<file path="config.mk">
export PLATFORM = sky130hd
export DESIGN_NAME = digit_scan_ctrl
export DESIGN_NICKNAME = d
export VERILOG_FILES = /design/src/rtl/digit_scan_ctrl.sv
export SDC_FILE = /design/constraint.sdc
export NUM_CORES = 1
export LEC_CHECK = 0
export CORE_MARGIN = 4
export CORE_UTILIZATION = 42
export DETAILED_ROUTE_END_ITERATION = 10
export SLEW_MARGIN = 20
export SYNTH_ARGS = -nofsm -noshare
export SYNTH_HDL_FRONTEND = slang
export SYNTH_SLANG_ARGS = --single-unit
</file>
<file path="constraint.sdc">
create_clock -name clk -period 4.6 [get_ports clk]
set_input_delay 1.38 -clock clk [delete_from_list [all_inputs] [get_ports clk]]
set_output_delay 1.38 -clock clk [all_outputs]
set_load 0.05 [all_outputs]
</file>
<file path="src/rtl/digit_scan_ctrl.sv">
// digit_scan_ctrl: steps a 2-to-4 display decoder through the enabled digits.
// Each slot is DIV cycles long. The first BLANK cycles hold en low to suppress
// ghosting, and en is high for the rest of the slot. frame_done pulses when the
// scan wraps back to the lowest-indexed enabled digit.
module digit_scan_ctrl #(
  parameter int unsigned DIV   = 8,
  parameter int unsigned BLANK = 2,
  parameter int unsigned CW    = 8
) (
  input  logic       clk,
  input  logic       rst_n,
  input  logic       run,
  input  logic [3:0] mask,
  output logic [1:0] sel,
  output logic       en,
  output logic       frame_done,
  output logic       busy
);

  typedef enum logic [1:0] {
    ST_IDLE  = 2'd0,
    ST_BLANK = 2'd1,
    ST_DRIVE = 2'd2
  } state_t;

  localparam logic [CW-1:0] DIV_LAST   = CW'(DIV - 1);
  localparam logic [CW-1:0] BLANK_LAST = CW'((BLANK > 0) ? (BLANK - 1) : 0);
  localparam state_t        ST_SLOT0   = (BLANK == 0) ? ST_DRIVE : ST_BLANK;

  state_t        r_state;
  logic [CW-1:0] r_cnt;
  logic [1:0]    r_sel;
  logic          r_en;
  logic          r_frame_done;
  logic          r_busy;

  state_t        w_state_nxt;
  logic [CW-1:0] w_cnt_nxt;
  logic [1:0]    w_sel_nxt;
  logic          w_fd_nxt;
  logic [1:0]    w_first_sel;
  logic [1:0]    w_after_sel;

  // Lowest set bit of m.
  function automatic logic [1:0] lowest_set(input logic [3:0] m);
    lowest_set = '0;
    for (int unsigned i = 4; i >= 1; i--) begin
      if (m[i-1]) lowest_set = 2'(i - 1);
    end
  endfunction

  // First set bit searching upward from cur+1 and wrapping 3->0. If cur is the
  // only set bit, the search returns cur.
  function automatic logic [1:0] next_set(input logic [3:0] m, input logic [1:0] cur);
    logic [1:0] idx;
    next_set = cur;
    for (int unsigned k = 4; k >= 1; k--) begin
      idx = cur + 2'(k);
      if (m[idx]) next_set = idx;
    end
  endfunction

  assign w_first_sel = lowest_set(mask);
  assign w_after_sel = next_set(mask, r_sel);

  // Next-state, slot counter, digit index and wrap-pulse logic.
  always_comb begin
    w_state_nxt = r_state;
    w_cnt_nxt   = r_cnt;
    w_sel_nxt   = r_sel;
    w_fd_nxt    = 1'b0;
    case (r_state)
      ST_IDLE: begin
        w_cnt_nxt = '0;
        if (run && (mask != '0)) begin
          w_sel_nxt   = w_first_sel;
          w_state_nxt = ST_SLOT0;
        end
      end
      ST_BLANK: begin
        w_cnt_nxt = r_cnt + 1'b1;
        if (r_cnt == BLANK_LAST) w_state_nxt = ST_DRIVE;
      end
      ST_DRIVE: begin
        if (r_cnt == DIV_LAST) begin
          w_cnt_nxt = '0;
          if (!run || (mask == '0)) begin
            w_state_nxt = ST_IDLE;
          end else begin
            w_sel_nxt   = w_after_sel;
            w_state_nxt = ST_SLOT0;
            w_fd_nxt    = (w_after_sel <= r_sel);
          end
        end else begin
          w_cnt_nxt = r_cnt + 1'b1;
        end
      end
      default: begin
        w_state_nxt = ST_IDLE;
        w_cnt_nxt   = '0;
      end
    endcase
  end

  // State and output registers. en and busy are decoded from the next state so
  // that they line up with the state they describe while still being registered.
  always_ff @(posedge clk or negedge rst_n) begin
    if (!rst_n) begin
      r_state      <= ST_IDLE;
      r_cnt        <= '0;
      r_sel        <= '0;
      r_en         <= 1'b0;
      r_frame_done <= 1'b0;
      r_busy       <= 1'b0;
    end else begin
      r_state      <= w_state_nxt;
      r_cnt        <= w_cnt_nxt;
      r_sel        <= w_sel_nxt;
      r_en         <= (w_state_nxt == ST_DRIVE);
      r_frame_done <= w_fd_nxt;
      r_busy       <= (w_state_nxt != ST_IDLE);
    end
  end

  assign sel        = r_sel;
  assign en         = r_en;
  assign frame_done = r_frame_done;
  assign busy       = r_busy;

endmodule

</file>
==> metrics.txt <==
Post-CTS Resized=0; post-layout min period=2951 ps; Layout Skew=2.846 ps; gr busiest metal=met2; critical-path maximum fanout=7; CP Class=reg -> out; FMAX=0.3388 GHz; Hold Vio Cnt, Final=0; Clock Tree Buf Depth=2; crit-path cells=clkdlybuf4s50_1; outcome=completed; Post-CTS Setup Repair Bufs=0; Max Slew Vio Count=0; n_diodes=0; CTS buffer count=3; area of the mapped netlist=925.9 um2; cell count after synthesis=95; Design Area, Final=1092 um2; P&R area growth vs syn=17.97%; Initial Utilization=0.4579; Total Power=561.7 uW; vias in the first global route=643; Worst-Margin Slew=618.5 ps; Port Buffers=11; maxcap violations=0; M1 GR Usage=0.1794; number of routed nets with antenna violations=0; Worst-Skew Late Latency=270 ps; LEAKAGE=0.4927 nW; CP max-delay cell=clkdlybuf4s50_1; Final period util=0.6416; routing usage on met2=0.1870; CTS tree=built; CTS Hold Bufs=0; Final Net Count=125; # DRC=0; Avg WL per Cell=11.31 um; GRT Overall Usage=0.1302; Peak VDD IR=0.4023 mV; Final Wtd Congestion=0.7193; Synthesized Nets=110; sequential fraction of the synthesis area=0.4054; number of synthesis warnings=0; crit-path leading delay family=buffers and inverters; type of the worst min-delay path=reg -> reg; worst path arrival time=1570 ps; drt initial violations=11; largest net degree at the start of global routing=16; Slew headroom=0.5864; fraction of layout instances using a drive strength above 1=0.08257; clk sinks=15; Pwr Density=514.2 nW/um2; Post-DP Area=1066 um2; CP Capture Type=output pin; #FFs+latches synth=15; CP bufs+invs=1; CP peak stage delay=840 ps; Final setup viols=0; Synth cell types=31; Placement Rows=16; Synth area leader=dfrtp_1; routed wire length=1.538 mm; RSZ-0062 raised after global routing=false; Clk pin slew, worst setup/hold paths=80 ps; number of top-level pins=12; Die X=54.95 um; leading post-synthesis cells by cell area=dfrtp_1, ha_1, nor2_1, a21oi_1, xor2_1; H-tree depth=1; Die Area=3020 um2; Pre-antenna DRT Iters=4; grt met3 use=0.04558; Post-Syn Area per Cell=9.746 um2; via count=669; post-route setup TNS=0 ps; crit path launch type=flop; clock root cell=clkbuf_4; Core Box Area=2022 um2; Critical Path RT=3220 ps; initial antenna violation count=0; hpwl dp=1.253 mm; GRT Residual Overflow=0; Synth top area share=0.4054; Die Y=54.95 um; first-pass GRT wire length=2.773 mm; vias per cell=4.919
[registers in the layout (all words and copies together) (netlist names)]
name	count
busy	1
frame_done	1
en	1
r_state	2
sel	2
r_cnt	8
[cells in the final DEF, fill, tap and decap left out, drive strengths merged, types with 3 or more instances in the layout]
cell	synthesis	final
clkbuf	1	4
xor2	4	4
ha	8	8
nor2	14	14
clkdlybuf4s50	0	11
nor3	3	3
o21ai	3	3
a21oi	8	8
dfrtp	15	15
inv	9	9
mux2i	3	3
nand3	4	4
[synthesized netlist by cell type (all sizes together)]
library cell / n
a211oi: 1
a21o: 1
a21oi: 8
a221oi: 2
and2: 1
and3: 2
and4b: 1
clkbuf: 1
dfrtp: 15
ha: 8
inv: 9
mux2: 2
mux2i: 3
nand2: 2
nand2b: 2
nand3: 4
nand4: 1
nor2: 14
nor2b: 1
nor3: 3
nor4: 1
o21ai: 3
o21bai: 1
o22ai: 1
o41ai: 1
or3: 1
xnor2: 2
xor2: 4
[power breakdown]
part | switching (mW) | internal (mW) | leakage [nW] | total, mW
registers | 0.0272 | 0.161 | 0.202 | 0.188
clock network | 0.0354 | 0.0336 | 0.0150 | 0.0689
logic | 0.185 | 0.120 | 0.276 | 0.305
total | 0.247 | 0.314 | 0.493 | 0.562
[through the flow]
stage               utilization  instances  setup slack, ps  hold WS (ps)
global route             0.5402        136             1443         534.9
CTS                      0.5402        136             1620         499.9
global placement         0.5272        132             1346         477.3
finish                   0.5402        136             1649         498.3
floorplan                     -         95             2128         453.5
detailed placement       0.5272        132             1360         487.9
[metal layers]
metal  wire length (um)  vias to the layer above
met4                  9                        0
met3                 65                        2
met2                700                        8
met1                763                      302
li1                   -                      357
met5                  0                        -
[area by class of cell]
type / count / area (um2)
fillers: 189 / 929.6
well taps: 27 / 33.78
clock buffers: 4 / 26.28
repair buffers: 11 / 110.1
inverters: 9 / 33.78
multi-input cells: 70 / 513.0
flip-flops and latches: 15 / 375.4
[logic make-up after synthesis]
group	count (synthesis)	share of synthesized area
buf+inv	10	0.04053
simple gates	33	0.1879
mux	5	0.05676
fa+ha+maj	8	0.1081
flops	15	0.4054
compound gates	18	0.1446
xor+xnor	6	0.05676
[worst reg2reg max path, cell delays in order, from the launching register on]
cell and delay (ps):
dfrtp_1 410, inv_1 130, ha_1 360, mux2_2 390, nor2_2 140, mux2_1 330
[final timing paths]
| check | from | to | slack (ps) | depth (start not counted) |
|---|---|---|---|---|
| max | sel[0]$_DFFE_PN0P_ | sel[0] | 1650 | 1 |
| min | r_cnt[0]$_DFF_PN0_ | r_cnt[0]$_DFF_PN0_ | 500 | 1 |
| max reg2reg | r_state[0]$_DFF_PN0_ | sel[0]$_DFFE_PN0P_ | 2730 | 5 |
| min reg2reg | r_cnt[0]$_DFF_PN0_ | r_cnt[0]$_DFF_PN0_ | 500 | 1 |
| max in group asynchronous | rst_n | r_cnt[6]$_DFF_PN0_ | 2710 | 1 |
| min in group asynchronous | rst_n | r_cnt[3]$_DFF_PN0_ | 1490 | 1 |
No activity file was read; power rests on OpenSTA's default activity.
